<file path="config.mk">
export PLATFORM = sky130hd
export DESIGN_NAME = pipe_field_flat
export DESIGN_NICKNAME = d
export VERILOG_FILES = /design/src/rtl/pipe_field_if.sv /design/src/rtl/pipe_field.sv /design/src/flat_wrapper.sv
export SDC_FILE = /design/constraint.sdc
export NUM_CORES = 1
export LEC_CHECK = 0
export ABC_AREA = 1
export BUFFER_PORTS_ARGS = -buffer_cell sky130_fd_sc_hd__buf_2
export CAP_MARGIN = 20
export CORE_UTILIZATION = 40
export CTS_CLUSTER_SIZE = 25
export DETAILED_ROUTE_END_ITERATION = 8
export GPL_TIMING_DRIVEN = 0
export PLACE_DENSITY = 0.67
export SYNTH_ARGS = -nofsm -noshare
export SYNTH_HDL_FRONTEND = slang
export SYNTH_SLANG_ARGS = --single-unit
export TNS_END_PERCENT = 50
</file>
<file path="constraint.sdc">
create_clock -name Clk -period 12.19 [get_ports Clk]
set_input_delay 3.0475 -clock Clk [delete_from_list [all_inputs] [get_ports Clk]]
set_output_delay 3.0475 -clock Clk [all_outputs]
set_load 0.1 [all_outputs]
</file>
<file path="src/rtl/pipe_field_if.sv">
// rtl/pipe_field_if.sv - control inputs and flattened pipe coordinate outputs of pipe_field
interface pipe_field_if #(
    parameter int NUM_PIPES = 2,
    parameter int COORD_W   = 10
);
    logic                           Enable;
    logic                           Restart;
    logic [1:0]                     SpeedSel;
    logic [COORD_W-1:0]             BirdX;
    logic [NUM_PIPES*COORD_W-1:0]   PipeX;
    logic [NUM_PIPES*COORD_W-1:0]   PipeY;
    logic                           Passed;
    logic                           Running;

    modport master (
        output Enable, Restart, SpeedSel, BirdX,
        input  PipeX, PipeY, Passed, Running
    );

    modport slave (
        input  Enable, Restart, SpeedSel, BirdX,
        output PipeX, PipeY, Passed, Running
    );
endinterface

</file>
<file path="src/rtl/pipe_field.sv">
// rtl/pipe_field.sv - scrolling pipe obstacle generator with LFSR gap heights and score pulse
module pipe_field #(
    parameter int          NUM_PIPES    = 2,
    parameter int          COORD_W      = 10,
    parameter int          SCREEN_W     = 640,
    parameter int          PIPE_W       = 60,
    parameter int          PIPE_SPACING = 320,
    parameter int          TICK_DIV     = 500000,
    parameter int          GAP_MIN      = 100,
    parameter int          GAP_MAX      = 380,
    parameter logic [15:0] LFSR_SEED    = 16'hACE1
) (
    input  logic           Clk,
    input  logic           Reset,
    pipe_field_if.slave    bus
);
    typedef enum logic [1:0] {IDLE, RUN, HOLD} state_t;

    localparam int DIV_W = (TICK_DIV > 2) ? $clog2(TICK_DIV) : 1;
    localparam int XW    = NUM_PIPES * COORD_W;

    localparam logic [DIV_W-1:0]   DIV_LAST = DIV_W'(TICK_DIV - 1);
    localparam logic [COORD_W:0]   PW_E     = (COORD_W+1)'(PIPE_W);
    localparam logic [COORD_W:0]   SPAN_E   = (COORD_W+1)'(NUM_PIPES * PIPE_SPACING);
    localparam logic [9:0]         GAP_R    = 10'(GAP_MAX - GAP_MIN);
    localparam logic [COORD_W-1:0] GAP_MID  = COORD_W'((GAP_MIN + GAP_MAX) / 2);

    state_t           state_q, state_d;
    logic [DIV_W-1:0] div_q, div_d;
    logic [15:0]      lfsr_q, lfsr_d;
    logic [XW-1:0]    pipe_x_q, pipe_x_d;
    logic [XW-1:0]    pipe_y_q, pipe_y_d;
    logic             passed_q, passed_d;
    logic             running_q, running_d;
    logic             tick;

    function automatic logic [15:0] lfsr_step(input logic [15:0] l);
        return {l[14:0], l[15] ^ l[13] ^ l[12] ^ l[10]};
    endfunction

    // Nine LFSR bits folded once into the gap range, clamped as a safety net
    function automatic logic [COORD_W-1:0] fold_gap(input logic [15:0] l);
        logic [9:0] off;
        off = {1'b0, l[8:0]};
        if (off > GAP_R) off = off - GAP_R - 10'd1;
        if (off > GAP_R) off = GAP_R;
        return COORD_W'(GAP_MIN) + COORD_W'(off);
    endfunction

    function automatic logic [XW-1:0] x_init();
        logic [XW-1:0] v;
        v = '0;
        for (int i = 0; i < NUM_PIPES; i++)
            v[i*COORD_W +: COORD_W] = COORD_W'(SCREEN_W + i * PIPE_SPACING);
        return v;
    endfunction

    function automatic logic [XW-1:0] y_init();
        logic [XW-1:0] v;
        v = '0;
        for (int i = 0; i < NUM_PIPES; i++)
            v[i*COORD_W +: COORD_W] = GAP_MID;
        return v;
    endfunction

    assign tick = (state_q == RUN) && (div_q == DIV_LAST);

    always_comb begin
        logic [COORD_W:0] step;
        logic [COORD_W:0] bird;
        logic [COORD_W:0] x_old;
        logic [COORD_W:0] x_new;
        logic [15:0]      lfsr_v;
        logic             wrap;
        logic             score;

        state_d   = state_q;
        div_d     = div_q;
        lfsr_d    = lfsr_q;
        pipe_x_d  = pipe_x_q;
        pipe_y_d  = pipe_y_q;
        passed_d  = 1'b0;
        step      = (COORD_W+1)'(bus.SpeedSel) + (COORD_W+1)'(1);
        bird      = {1'b0, bus.BirdX};
        x_old     = '0;
        x_new     = '0;
        lfsr_v    = lfsr_q;
        wrap      = 1'b0;
        score     = 1'b0;

        case (state_q)
            IDLE:    if (bus.Enable)  state_d = RUN;
            RUN:     if (!bus.Enable) state_d = HOLD;
            HOLD:    if (bus.Enable)  state_d = RUN;
            default: state_d = IDLE;
        endcase

        if (state_q == RUN)
            div_d = tick ? '0 : div_q + DIV_W'(1);

        // Each wrapping channel consumes its own LFSR state, lowest index first
        if (tick) begin
            for (int i = 0; i < NUM_PIPES; i++) begin
                x_old = {1'b0, pipe_x_q[i*COORD_W +: COORD_W]};
                wrap  = !(x_old > step);
                if (wrap) begin
                    x_new  = x_old + SPAN_E - step;
                    lfsr_v = lfsr_step(lfsr_v);
                    pipe_y_d[i*COORD_W +: COORD_W] = fold_gap(lfsr_v);
                end else begin
                    x_new = x_old - step;
                end
                pipe_x_d[i*COORD_W +: COORD_W] = x_new[COORD_W-1:0];
                if (!wrap && (x_old + PW_E >= bird) && (x_new + PW_E < bird))
                    score = 1'b1;
            end
            lfsr_d   = lfsr_v;
            passed_d = score;
        end

        if (bus.Restart) begin
            state_d  = IDLE;
            div_d    = '0;
            lfsr_d   = lfsr_q;
            pipe_x_d = x_init();
            pipe_y_d = y_init();
            passed_d = 1'b0;
        end

        running_d = (state_d == RUN);
    end

    always_ff @(posedge Clk or negedge Reset) begin
        if (!Reset) begin
            state_q   <= IDLE;
            div_q     <= '0;
            lfsr_q    <= LFSR_SEED;
            pipe_x_q  <= x_init();
            pipe_y_q  <= y_init();
            passed_q  <= 1'b0;
            running_q <= 1'b0;
        end else begin
            state_q   <= state_d;
            div_q     <= div_d;
            lfsr_q    <= lfsr_d;
            pipe_x_q  <= pipe_x_d;
            pipe_y_q  <= pipe_y_d;
            passed_q  <= passed_d;
            running_q <= running_d;
        end
    end

    assign bus.PipeX   = pipe_x_q;
    assign bus.PipeY   = pipe_y_q;
    assign bus.Passed  = passed_q;
    assign bus.Running = running_q;
endmodule

</file>
<file path="src/flat_wrapper.sv">
// flat-port wrapper written by rule: the top's interface ports become plain ports
module pipe_field_flat 
#(
    parameter int          NUM_PIPES    = 2,
    parameter int          COORD_W      = 10,
    parameter int          SCREEN_W     = 640,
    parameter int          PIPE_W       = 60,
    parameter int          PIPE_SPACING = 320,
    parameter int          TICK_DIV     = 500000,
    parameter int          GAP_MIN      = 100,
    parameter int          GAP_MAX      = 380,
    parameter logic [15:0] LFSR_SEED    = 16'hACE1
)
  (Clk, Reset, bus_Enable, bus_Restart, bus_SpeedSel, bus_BirdX, bus_PipeX, bus_PipeY, bus_Passed, bus_Running);
  pipe_field_if #(.NUM_PIPES(NUM_PIPES), .COORD_W(COORD_W)) bus_i ();
  input  logic Clk;
  input  logic Reset;
  input wire logic [$bits(bus_i.Enable)-1:0] bus_Enable;
  input wire logic [$bits(bus_i.Restart)-1:0] bus_Restart;
  input wire logic [$bits(bus_i.SpeedSel)-1:0] bus_SpeedSel;
  input wire logic [$bits(bus_i.BirdX)-1:0] bus_BirdX;
  output wire logic [$bits(bus_i.PipeX)-1:0] bus_PipeX;
  output wire logic [$bits(bus_i.PipeY)-1:0] bus_PipeY;
  output wire logic [$bits(bus_i.Passed)-1:0] bus_Passed;
  output wire logic [$bits(bus_i.Running)-1:0] bus_Running;
  assign bus_i.Enable = bus_Enable;
  assign bus_i.Restart = bus_Restart;
  assign bus_i.SpeedSel = bus_SpeedSel;
  assign bus_i.BirdX = bus_BirdX;
  assign bus_PipeX = bus_i.PipeX;
  assign bus_PipeY = bus_i.PipeY;
  assign bus_Passed = bus_i.Passed;
  assign bus_Running = bus_i.Running;
  pipe_field #(.NUM_PIPES(NUM_PIPES), .COORD_W(COORD_W), .SCREEN_W(SCREEN_W), .PIPE_W(PIPE_W), .PIPE_SPACING(PIPE_SPACING), .TICK_DIV(TICK_DIV), .GAP_MIN(GAP_MIN), .GAP_MAX(GAP_MAX), .LFSR_SEED(LFSR_SEED)) u_core (.Clk(Clk), .Reset(Reset), .bus(bus_i));
endmodule
</file>
==> flow_summary.yaml, run 1 <==
critical_path:
  crit_fanout: 10
  arrival_ns: 7.68
  crit_required_ns: 12.42
  reg2reg_from: "u_core.bus.PipeX[5]"
  endpoint: "u_core.bus.Passed"
  critPathLaunchType: "primary input"
  ff2ff_path_depth: 25
  r2r_slack_ns: 7.35
  cp_slowest_cell: "a2111oi_0"
  end_kind: "flop"
  r2r-end: "u_core.bus.Passed"
  crit_path_max_incr_delay_ns: 0.38
  crit_start: "bus_SpeedSel[0]"
  path_class: "in2reg"
routing:
  wl_per_cell_um: 14.58
  drt_pass1_iterations: 7
  dr_total_vias: 6923
  avgViaCountPerCell: 5.213
  drc_errors: 1
  drt_iter0_markers: 538
  drt-total-wl_um: 19370
  ant_nets: 0
pwr:
  irDropWorstVdd_v: 0.00006384
  leakagePower_nw: 4.227
  power.density_nw_per_um2: 78.94
run_status:
  violations: "design-rule violations"
  status: "finished, violations left"
die:
  core_um2: 18640
  die_w_um: 139.8
  initial_core_util: 0.4076
  io_pins: 58
  dieArea_um2: 19550
  rows: 50
  die_h_um: 139.8
global_route:
  grt_use_total: 0.2076
  grt_pass1_vias: 6668
  antenna_found_initial: 0
  grt_start_max_net_pins: 66
  grt_pass1_wl_um: 32230
  grt_overflow: 0
logic_synthesis:
  syn_area_um2: 7599
  synth.most_common_cell: "nand2_1"
  syn-instance-count: 1020
  yosys.area.top_type_share: 0.1877
  synth_fp_nets: 1137
  synth_edf_count: 0
  avgSynthCellArea_um2: 7.450
  synth.yosys.warnings: 0
  async_flop_share: 1.000
  synth_cell_type_count: 52
  synth_ff_type: "dfrtp_1"
  synth_top_area_cell: "dfrtp_1"
  ys_seq_elements: 79
  seq_area_frac_synth: 0.2638
  synth_area_leaders: "dfrtp_1 (19%), ha_1 (16%), nand2_1 (10%)"
  synth_common_cells: "nand2_1 (207), inv_1 (168), ha_1 (96)"
min_path:
  hold_class: "reg2reg"
final_layout:
  post-route-util: 0.4558
  n_antenna_cell: 0
  drive_gt1_frac: 0.1389
  nNetsFinal: 1206
  area_growth_pct: 11.82
clocking:
  clock_sinks: 79
  path_clk_slew_ns: 0.07
  root_buffer: "clkbuf_16"
  clk_path_buf_depth: 2
  cts-hold-fix-buffers: 0
  post-cts-setup-buffers: 0
  post_cts_resized: 0
  cts_tree: "done"
  cts_made_buffers: 9
  clk_latency_ns: 0.35
  cts-htree-levels: 3
sta:
  min_period_over_period: 0.6110
  rsz0062_at_grt: "no"
  relSlewSlack: 0.4552
  hold_violations: 0
  fin_setup_tns_ns: 0
  finalClockSkew_ns: 0.007800
  fmax_mhz: 134.3
  hold_slack_ns: 0.4836
  drv_slew: 0
  setup_viol: 0
  min_period_ns: 7.448
  worst_pin_slew_ns: 0.8110
placed_design:
  dp_hpwl_um: 15320
  routabilityCongestion: 0.8717
  port_buffers: 57
flow_run:
  drv_cap: 0
## state kept, by name, indices dropped and copies added, names as in the netlist
register,cells
u_core.bus.PipeY,20
u_core.bus.Passed,1
u_core.div_q,19
u_core.bus.PipeX,20
u_core.state_q,2
u_core.lfsr_q,16
u_core.bus.Running,1
## cells by family after synthesis
logic type               Yosys count  synth area share
flip-flops                        79            0.2638
AO/OA/AOI/OAI                    175            0.1441
adder cells (fa/ha/maj)          101            0.1713
buffers and inverters            189           0.09830
XOR/XNOR                          60           0.07015
AND/OR/NAND/NOR                  416            0.2524
## routing by layer
metal	global-route usage	share of wire
met5	0	0
met4	0.07056	0.019
met3	0.03957	0.047
met2	0.3466	0.47
met1	0.2676	0.46
## layout make-up
cell class	count	area, um^2
Buffer	16	95.09
Clock buffer	10	239.0
Clock inverter	6	51.30
Fill cell	1891	10150
Inverter	173	651.9
Multi-Input combinational cell	752	4847
Sequential cell	79	2004
Tap cell	234	292.8
Timing Repair Buffer	58	315.3
## worst max-delay path, delay by kind of cell
kind                     cells  cell delay [ns]
AND/OR/NAND/NOR             13             1.09
AO/OA/AOI/OAI                5             1.26
buffers and inverters        8             1.02
adder cells (fa/ha/maj)      4             1.07
XOR/XNOR                     1             0.17
## how the worst min path moves through the flow
stage                         startpoint  cells past startpoint                   end  slack (ns)
floorplan                u_core.div_q[0]                      1       u_core.div_q[0]        0.49
global placement    u_core.bus.PipeY[11]                      2  u_core.bus.PipeY[11]        0.48
detailed placement  u_core.bus.PipeY[10]                      2  u_core.bus.PipeY[10]        0.47
CTS                  u_core.bus.PipeY[9]                      2   u_core.bus.PipeY[9]        0.49
global route        u_core.bus.PipeY[10]                      2  u_core.bus.PipeY[10]        0.50
finish              u_core.bus.PipeY[11]                      2  u_core.bus.PipeY[11]        0.48
## layout by cell type, fill, tap and decap left out, types with 4 or more instances in the layout
| cell | n |
|---|---|
| clkbuf_1 | 11 |
| o31ai_1 | 6 |
| nand3_2 | 5 |
| nand4_1 | 17 |
| inv_1 | 168 |
| nand2_1 | 207 |
| dfrtp_1 | 57 |
| o21bai_1 | 6 |
| nor2_2 | 4 |
| o221ai_1 | 18 |
| nor2_1 | 71 |
| nand2_2 | 15 |
| nor2_4 | 4 |
| o22ai_1 | 18 |
| o21ai_0 | 42 |
| nand2_4 | 7 |
| a211oi_1 | 7 |
| xor2_1 | 49 |
| xnor2_1 | 10 |
| a31oi_1 | 11 |
| dfstp_2 | 22 |
| or2_2 | 4 |
| a21oi_1 | 47 |
| clkbuf_16 | 9 |
| nor3_1 | 20 |
| ha_1 | 96 |
| fa_1 | 5 |
| buf_2 | 57 |
| nor4_1 | 9 |
| nand3_1 | 49 |
## through the flow
stage                     total power [mW]  area [um^2]  setup slack, ns  cells
final                               0.6708         8497            4.742   1328
after CTS                           0.6776         8497            4.679   1328
after detailed placement            0.4063         8207            4.336   1312
after global placement              0.4018         8177            4.440   1311
after floorplan                     0.3700         7599            5.386   1020
after global routing                0.7082         8497            4.160   1328
## report_power, final
| part | internal, mW | switching (mW) | leakage [nW] |
|---|---|---|---|
| sequential | 0.267 | 0.00296 | 1.00 |
| combinational | 0.0471 | 0.0850 | 3.08 |
| clock | 0.146 | 0.123 | 0.140 |
| total | 0.460 | 0.211 | 4.23 |
Note: power is estimated with default switching activity, not from simulation.
==> run 2, diff against run 1 <==
--- a/config.mk
+++ b/config.mk
@@ -12,7 +12,7 @@
 export CTS_CLUSTER_SIZE = 25
 export DETAILED_ROUTE_END_ITERATION = 8
 export GPL_TIMING_DRIVEN = 0
-export PLACE_DENSITY = 0.67
+export PLACE_DENSITY = 0.69
 export SYNTH_ARGS = -nofsm -noshare
 export SYNTH_HDL_FRONTEND = slang
 export SYNTH_SLANG_ARGS = --single-unit
==> constraint.sdc (replaced) <==
create_clock -name Clk -period 6.6 [get_ports Clk]
set_input_delay 1.65 -clock Clk [delete_from_list [all_inputs] [get_ports Clk]]
set_output_delay 1.65 -clock Clk [all_outputs]
set_load 0.1 [all_outputs]
==> flow_summary.yaml, run 2 (same netlist as run 1, synthesis figures left out) <==
final_layout:
  area_growth_pct: 12.07
  ff_latch_area_um2: 2004
  n_antenna_cell: 0
  drive_gt1_frac: 0.1380
  mostFrequentLayoutCells: "nand2_1 (207), inv_1 (168), ha_1 (96), nor2_1 (71)"
  fill_cells: 1860
  nNetsFinal: 1206
  multiInputGateArea_um2: 4847
  instances_no_fill: 1328
  final_common_cell: "nand2_1"
flow_run:
  drv_cap: 0
clocking:
  post_cts_resized: 0
  clk_path_buf_depth: 2
  post-cts-setup-buffers: 0
  root_buffer: "clkbuf_16"
  cts-hold-fix-buffers: 0
  clock_sinks: 79
  clk_latency_ns: 0.35
  cts_tree: "done"
  path_clk_slew_ns: 0.06
  cts_made_buffers: 9
  cts-htree-levels: 3
die:
  dieArea_um2: 19550
  initial_core_util: 0.4076
  rows: 50
  io_pins: 58
  core_um2: 18640
  die_w_um: 139.8
  die_h_um: 139.8
sta:
  hold_violations: 0
  relSlewSlack: 0.3400
  setup_viol: 0
  fmax_mhz: 170.6
  fin_setup_tns_ns: 0
  min_period_ns: 5.862
  worst_pin_slew_ns: 0.9825
  min_period_over_period: 0.8882
  finalClockSkew_ns: 0.005020
  drv_slew: 0
  rsz0062_at_grt: "no"
routing:
  ant_nets: 0
  dr_total_vias: 6948
  drt_iter0_markers: 433
  wl_per_cell_um: 14.65
  avgViaCountPerCell: 5.232
  drt-total-wl_um: 19450
  drt_pass1_iterations: 7
  drc_errors: 0
placed_design:
  placed_cells: 1312
  dp_hpwl_um: 15450
  routabilityCongestion: 0.8813
  port_buffers: 57
critical_path:
  timing.critical_path.buf_inv: 8
  end_kind: "flop"
  r2r-end: "u_core.bus.Passed"
  crit_fanout: 10
  critPathLaunchType: "primary input"
  cp_slowest_cell: "ha_1"
  crit_required_ns: 6.87
  path_class: "in2reg"
  reg2reg_from: "u_core.bus.PipeX[5]"
  cp_top_family: "simple AND/OR/NAND/NOR gates"
  r2r_slack_ns: 1.88
  ff2ff_path_depth: 25
  crit_path_max_incr_delay_ns: 0.30
  arrival_ns: 6.13
  crit_start: "bus_SpeedSel[0]"
global_route:
  antenna_found_initial: 0
  grt_pass1_wl_um: 32510
  grt_start_max_net_pins: 45
  grt_overflow: 0
  grt_use_total: 0.2081
  grt_pass1_vias: 6605
pwr:
  irDropWorstVdd_v: 0.0001694
  leakagePower_nw: 4.241
  power.density_nw_per_um2: 148.8
min_path:
  hold_class: "reg2reg"
  min_to: "u_core.bus.PipeY[9]"
  hold_start: "u_core.bus.PipeY[9]"
  holdPathStages: 2
run_status:
  status: "completed"
run 2: cell count changes in the layout (fill, tap and decap cells not counted), sizes merged:
| cell | previous run | this run |
|---|---|---|
| clkinv | 4 | 3 |
| inv | 174 | 173 |
| clkbuf | 21 | 23 |
| clkinvlp | 1 | 0 |
| bufinv | 0 | 1 |
run 2: worst max path at each step:
stage                     cells past startpoint                 to  slack [ns]
after floorplan                              29  u_core.bus.Passed        1.19
after global placement                       31  u_core.bus.Passed        0.41
after detailed placement                     31  u_core.bus.Passed        0.42
after CTS                                    31  u_core.bus.Passed        0.73
after global routing                         31  u_core.bus.Passed        0.28
final                                        31  u_core.bus.Passed        0.74
run 2: power by group:
group / total, mW / internal (mW) / switching (mW)
sequential: 0.498 / 0.493 / 0.00548
combinational: 0.242 / 0.0865 / 0.155
clock: 0.527 / 0.315 / 0.212
run 2: worst min-delay path, delay by kind of cell, from the launching register on:
family,cells,cell delay (ns)
flops,1,0.37
simple gates,1,0.04
buf+inv,1,0.05
run 2: metrics by stage:
step           total power, mW  utilization  area [um^2]  hold slack, ns  worst slack (ns)
2_1_floorplan           0.6833            -         7599          0.4858             1.194
3_3_place_gp            0.7410       0.4386         8177          0.4789            0.4122
4_1_cts                  1.278       0.4568         8516          0.4970            0.7250
5_1_grt                  1.324       0.4568         8516          0.5176            0.2755
6_report                 1.267       0.4568         8516          0.4929            0.7378
3_5_place_dp            0.7483       0.4402         8207          0.4728            0.4243
run 2: metal layers:
| layer | GRT usage | wire length (um) |
|---|---|---|
| met1 | 0.2682 | 8947 |
| met2 | 0.3529 | 9348 |
| met3 | 0.03166 | 845 |
| met5 | 0 | 0 |
| met4 | 0.07287 | 312 |
run 2: cell type report:
type                    instances  area share
repair buffers                 58     0.03703
well taps                     234     0.03438
multi-input cells             752      0.5692
clock inverters                 4    0.006171
flip-flops and latches         79      0.2354
clock buffers                  12     0.03012
inverters                     173     0.07655
plain buffers                  16     0.01117
